File: config.mk
export PLATFORM = sky130hd
export DESIGN_NAME = cache_ctrl
export DESIGN_NICKNAME = d
export VERILOG_FILES = /design/src/rtl/cache_pkg.sv /design/src/rtl/sat_counter.sv /design/src/rtl/cache_ctrl.sv
export SDC_FILE = /design/constraint.sdc
export NUM_CORES = 1
export LEC_CHECK = 0
export BUFFER_PORTS_ARGS = -buffer_cell sky130_fd_sc_hd__buf_2
export CAP_MARGIN = 20
export CORE_MARGIN = 2
export CORE_UTILIZATION = 49
export DETAILED_ROUTE_END_ITERATION = 8
export GPL_TIMING_DRIVEN = 1
export PLACE_DENSITY = 0.87
export SETUP_SLACK_MARGIN = 0.2
export SYNTH_ARGS = -nofsm -noshare
export SYNTH_HDL_FRONTEND = slang
export SYNTH_HIERARCHICAL = 1
export SYNTH_SLANG_ARGS = --single-unit
File: constraint.sdc
create_clock -name clk -period 2.4 [get_ports clk]
set_input_delay 0.36 -clock clk [delete_from_list [all_inputs] [get_ports clk]]
set_output_delay 0.36 -clock clk [all_outputs]
set_load 0.02 [all_outputs]
File: src/rtl/cache_pkg.sv
// cache_pkg: shared types and helpers for the data-cache sequencing controller.
//   state_t       - controller FSM states
//   CACHE_ADDR_W  - default byte address width (DDR2 space)
//   CACHE_DATA_W  - default word width
//   CACHE_CNT_W   - default statistics counter width
//   word_align()  - clears the byte offset of a byte address
package cache_pkg;

  localparam int unsigned CACHE_ADDR_W = 27;
  localparam int unsigned CACHE_DATA_W = 32;
  localparam int unsigned CACHE_CNT_W  = 32;

  typedef enum logic [2:0] {
    S_IDLE,
    S_LOOKUP,
    S_RD_REQ,
    S_RD_WAIT,
    S_FILL,
    S_WR_REQ,
    S_DONE
  } state_t;

  // Word-aligned form of a byte address (low two bits forced to zero)
  function automatic logic [CACHE_ADDR_W-1:0] word_align(input logic [CACHE_ADDR_W-1:0] addr);
    return {addr[CACHE_ADDR_W-1:2], 2'b00};
  endfunction

endpackage

File: src/rtl/sat_counter.sv
// sat_counter: counter that increments on inc and holds at all-ones.
//   clk, rstn - clock, asynchronous active-low reset
//   inc       - increment request
//   count     - current count (registered)
module sat_counter #(
  parameter int unsigned W = 32
) (
  input  logic         clk,
  input  logic         rstn,
  input  logic         inc,
  output logic [W-1:0] count
);

  always_ff @(posedge clk or negedge rstn) begin
    if (!rstn) begin
      count <= '0;
    end else if (inc && (count != {W{1'b1}})) begin
      count <= count + W'(1);
    end
  end

endmodule

File: src/rtl/cache_ctrl.sv
// cache_ctrl: sequencing controller for a direct-mapped, word-addressed data
// cache. One load/store at a time; read misses fetch from DDR2 and fill the
// cache; stores are write-through with no write-allocate.
//   core port : req_valid/req_ready/req_write/req_addr/req_wdata,
//               resp_valid/resp_rdata
//   cache port: cache_addr, cache_hit, cache_rdata, cache_fill, cache_wr,
//               cache_wdata
//   DDR2 port : mem_req_valid/mem_req_ready/mem_write/mem_addr/mem_wdata,
//               mem_rvalid/mem_rdata
//   stats     : hit_count, miss_count (saturating)
module cache_ctrl
  import cache_pkg::*;
#(
  parameter int unsigned ADDR_W = CACHE_ADDR_W,
  parameter int unsigned DATA_W = CACHE_DATA_W,
  parameter int unsigned CNT_W  = CACHE_CNT_W
) (
  input  logic              clk,
  input  logic              rstn,
  input  logic              req_valid,
  output logic              req_ready,
  input  logic              req_write,
  input  logic [ADDR_W-1:0] req_addr,
  input  logic [DATA_W-1:0] req_wdata,
  output logic              resp_valid,
  output logic [DATA_W-1:0] resp_rdata,
  output logic [ADDR_W-1:0] cache_addr,
  input  logic              cache_hit,
  input  logic [DATA_W-1:0] cache_rdata,
  output logic              cache_fill,
  output logic              cache_wr,
  output logic [DATA_W-1:0] cache_wdata,
  output logic              mem_req_valid,
  input  logic              mem_req_ready,
  output logic              mem_write,
  output logic [ADDR_W-1:0] mem_addr,
  output logic [DATA_W-1:0] mem_wdata,
  input  logic              mem_rvalid,
  input  logic [DATA_W-1:0] mem_rdata,
  output logic [CNT_W-1:0]  hit_count,
  output logic [CNT_W-1:0]  miss_count
);

  state_t            r_state;
  logic [ADDR_W-1:0] r_addr;
  logic              r_write;
  logic [DATA_W-1:0] r_wdata;
  logic [DATA_W-1:0] r_rdata;
  logic              r_hit;

  logic w_idle, w_lookup, w_rd_req, w_fill, w_wr_req, w_done;
  logic w_load_hit;

  // Controller FSM plus request/response latches
  always_ff @(posedge clk or negedge rstn) begin
    if (!rstn) begin
      r_state <= S_IDLE;
      r_addr  <= '0;
      r_write <= 1'b0;
      r_wdata <= '0;
      r_rdata <= '0;
      r_hit   <= 1'b0;
    end else begin
      case (r_state)
        S_IDLE: begin
          if (req_valid) begin
            r_addr  <= req_addr;
            r_write <= req_write;
            r_wdata <= req_wdata;
            r_state <= S_LOOKUP;
          end
        end
        S_LOOKUP: begin
          r_hit <= cache_hit;
          if (r_write)        r_state <= S_WR_REQ;
          else if (cache_hit) r_state <= S_IDLE;
          else                r_state <= S_RD_REQ;
        end
        S_RD_REQ:  if (mem_req_ready) r_state <= S_RD_WAIT;
        S_RD_WAIT: begin
          if (mem_rvalid) begin
            r_rdata <= mem_rdata;
            r_state <= S_FILL;
          end
        end
        S_FILL:    r_state <= S_IDLE;
        S_WR_REQ:  if (mem_req_ready) r_state <= S_DONE;
        S_DONE:    r_state <= S_IDLE;
        default:   r_state <= S_IDLE;
      endcase
    end
  end

  assign w_idle     = (r_state == S_IDLE);
  assign w_lookup   = (r_state == S_LOOKUP);
  assign w_rd_req   = (r_state == S_RD_REQ);
  assign w_fill     = (r_state == S_FILL);
  assign w_wr_req   = (r_state == S_WR_REQ);
  assign w_done     = (r_state == S_DONE);
  // Load hits answer straight from the array during the lookup cycle
  assign w_load_hit = w_lookup && !r_write && cache_hit;

  assign req_ready     = w_idle;
  assign resp_valid    = w_load_hit || w_fill || w_done;
  assign resp_rdata    = w_load_hit ? cache_rdata : (w_fill ? r_rdata : '0);
  assign cache_addr    = w_idle ? req_addr : r_addr;
  assign cache_fill    = w_fill;
  // Store hits update the array only once DDR2 has taken the write
  assign cache_wr      = w_wr_req && mem_req_ready && r_hit;
  assign cache_wdata   = w_fill ? r_rdata : (w_wr_req ? r_wdata : '0);
  assign mem_req_valid = w_rd_req || w_wr_req;
  assign mem_write     = w_wr_req;
  assign mem_addr      = ADDR_W'(word_align(CACHE_ADDR_W'(r_addr)));
  assign mem_wdata     = w_wr_req ? r_wdata : '0;

  sat_counter #(.W(CNT_W)) u_hit_cnt (
    .clk   (clk),
    .rstn  (rstn),
    .inc   (w_lookup && cache_hit),
    .count (hit_count)
  );

  sat_counter #(.W(CNT_W)) u_miss_cnt (
    .clk   (clk),
    .rstn  (rstn),
    .inc   (w_lookup && !cache_hit),
    .count (miss_count)
  );

endmodule

==> flow_metrics.tcl <==
set metrics [dict create \
    outcome "finished, violations left" \
    violations "negative setup slack" \
    cts_buffers 17 \
    synth.yosys.seq_area_share_pct 47.9 \
    syn_area_um2 8360 \
    antenna_found_initial 8 \
    cts_root_buffer "clkbuf_16" \
    hp-class "in -> reg" \
    finalWeightedCongestion 0.852 \
    dieWidth_um 135 \
    synth_edf_count 0 \
    first_pass_iters 5 \
    clock.fmax_ghz 0.404 \
    maxSlewViolCount 0 \
    wl_met3_um 2820 \
    io_buffers 347 \
    row_count 47 \
    dieArea_um2 18100 \
    clockBufferDepth 2 \
    io_pins 350 \
    ant_nets 0 \
    m1WireLength_um 11000 \
    synth.area.top_cells "dfrtp_1 (48%), mux2_2 (15%), xnor2_1 (5.0%), buf_4 (3.4%), a22o_1 (3.4%)" \
    detailed_place.area_um2 10200 \
    insertion_delay_ns 0.43 \
    grt_pass1_vias 7673 \
    endpoint_kind "output port" \
    critPathRequiredTime_ns 2.04 \
    design_area_um2 12600 \
    nets 1208 \
    synthDistinctLibCells 45 \
    async_reset_ff_share_pct 100 \
    regArea_um2 4010 \
    synthTopCellsByCount "dfrtp_1 (160), mux2_2 (114), xnor2_1 (48)" \
    grt_use_total_pct 30.9 \
    tightestPinTransition_ns 0.698 \
    cp-start-kind "register" \
    start_util_pct 50.2 \
    core_area_um2 16600 \
    hold_violations 0 \
    synth_top_area_share_pct 47.9 \
    syn_inst 702 \
    yosys_warnings 6 \
    drive_above_1_share_pct 58.2 \
    power_mw 14.8 \
    wl_met2_um 15900 \
    cap_violations 0 \
    period_needed_ns 2.47 \
    drtIter0Drc 569 \
    setup_viol_count_final 27 \
    overflow 0 \
    slew_headroom_pct 53.1 \
    clock_skew_ns 0.0107 \
    cts.sinks 160 \
    whs_ns 0.146 \
    setup_ws_ns -0.0724 \
    clkTransAtPathRegs_ns 0.06 \
    htree_levels 4 \
    multi_input_area_um2 4220 \
    wire_per_inst_um 24.2 \
    grt_pass1_wl_um 42700 \
    leakage_nw 6.28 \
    grt_max_degree 85 \
    crit_start "r_state[1]" \
    wl_um 31800 \
    worstSetupPathType "reg -> out" \
    yosys.area.top_type "dfrtp_1" \
    min_from "mem_rdata[5]" \
    path_max_fanout 6 \
    area_growth_syn_to_layout_pct 50.5 \
    cts_tree "done" \
    period_share_pct 103 \
    hpwl_um 18000 \
    final.fill_count 1005 \
    crit_arrival_ns 2.11 \
    drc 0 \
    synth_seq_cells 160 \
    fp.dieH_um 135 \
    avgViaCountPerCell 5.93 \
    ys.flop_type "dfrtp_1" \
    vias 7791 \
    post-route-util_pct 75.6 \
    yosysMostFrequentCell "dfrtp_1" \
    rsz0062_at_grt "yes" \
    maxUsedRoutingLayer "met5" \
    synth_area_per_cell_um2 11.9 \
    ir_worst_vdd_mv 0.884 \
    pwr_density_cell_nw_per_um2 1180 \
    rr_startpoint "r_state[1]" \
]
==> critical path, cell delays in order, from the launching register on <==
cell and delay [ns]:
dfrtp_2 0.46, buf_6 0.15, and3b_4 0.42, clkbuf_16 0.20, and2_4 0.16, a21o_1 0.15, buf_6 0.14
==> cell type report <==
cell class | instances | area share [%]
Sequential cell | 160 | 31.8
Antenna cell | 6 | 0.119
Timing Repair Buffer | 414 | 27.7
Inverter | 3 | 0.0895
Clock buffer | 21 | 3.58
Tap cell | 220 | 2.19
Clock inverter | 10 | 0.895
Multi-Input combinational cell | 480 | 33.5
==> flip-flops by register name, indices dropped and copies added (netlist names) <==
| name | flops |
|---|---|
| r_addr | 27 |
| r_hit | 1 |
| r_rdata | 32 |
| r_state | 3 |
| r_wdata | 32 |
| r_write | 1 |
| u_hit_cnt/count | 32 |
| u_miss_cnt/count | 32 |
==> stage by stage <==
stage | setup slack [ns] | std cells | TNS, ns
2_1_floorplan | 0.240 | 703 | 0
3_3_place_gp | 0.281 | 1237 | 0
3_5_place_dp | 0.177 | 1237 | 0
4_1_cts | 0.0101 | 1300 | 0
5_1_grt | -0.156 | 1313 | -4.05
6_report | -0.0724 | 1314 | -0.743
==> per-layer routing <==
metal,global-route usage (%),vias up
li1,-,3277
met1,34.9,3878
met2,53.0,498
met3,8.18,134
met4,17.5,4
met5,0,-
==> kinds of logic (layout without fill, tap and decap cells) <==
group	Yosys count	in the layout	synth area share (%)
simple gates	211	211	15.5
flops	160	160	47.9
mux	123	123	16.6
compound gates	84	84	8.20
buf+inv	63	448	5.39
xor+xnor	58	58	6.08
fa+ha+maj	2	2	0.299
other cells	1	8	0.0449
==> worst paths after layout <==
check | slack [ns] | end | depth (start not counted)
setup reg to reg | 0.19 | u_hit_cnt/count[29] | 9
setup / recovery | -0.07 | cache_wdata[23] | 6
hold / removal | 0.15 | r_rdata[5] | 2
max in group asynchronous | 1.16 | r_wdata[18] | 3
min in group asynchronous | 0.44 | u_miss_cnt/count[26] | 2
hold reg to reg | 0.50 | u_miss_cnt/count[31] | 1
==> power by group <==
| group | switching [mW] | internal, mW | total [mW] |
|---|---|---|---|
| Clock | 1.12 | 1.55 | 2.67 |
| Sequential | 0.882 | 3.60 | 4.48 |
| Combinational | 3.69 | 3.99 | 7.67 |
==> timing repair <==
action,4_1_cts,5_1_grt
endpoints found under the setup margin,127,166
hold endpoints to repair,36,0
gates resized for setup,187,185
hold buffers,1,0
setup buffers,20,4
pin swaps,21,38
gates cloned,11,4
==> placed cells by master, fill, tap and decap left out, types with 4 or more instances in the layout <==
cell | Yosys | final
buf_2 | 9 | 218
dfrtp_1 | 160 | 158
buf_6 | 8 | 140
mux2_2 | 114 | 87
xnor2_1 | 48 | 48
a21o_1 | 35 | 35
nand2_1 | 35 | 35
and2_4 | 0 | 32
nand3_1 | 32 | 31
a22o_1 | 32 | 30
nand4_1 | 30 | 30
buf_4 | 38 | 29
mux2_4 | 0 | 27
clkbuf_16 | 0 | 20
nor2_1 | 23 | 19
buf_16 | 0 | 10
buf_12 | 0 | 10
xor2_1 | 10 | 10
mux2_1 | 9 | 9
and4_1 | 8 | 8
diode_2 | 0 | 6
nor3_1 | 7 | 5
o211ai_1 | 5 | 5
nor4_1 | 6 | 5
nor3_4 | 2 | 4
a21oi_1 | 5 | 4
clkinv_2 | 0 | 4
or4_4 | 4 | 4
nor3_2 | 4 | 4
(Power assumes the default switching activity.)
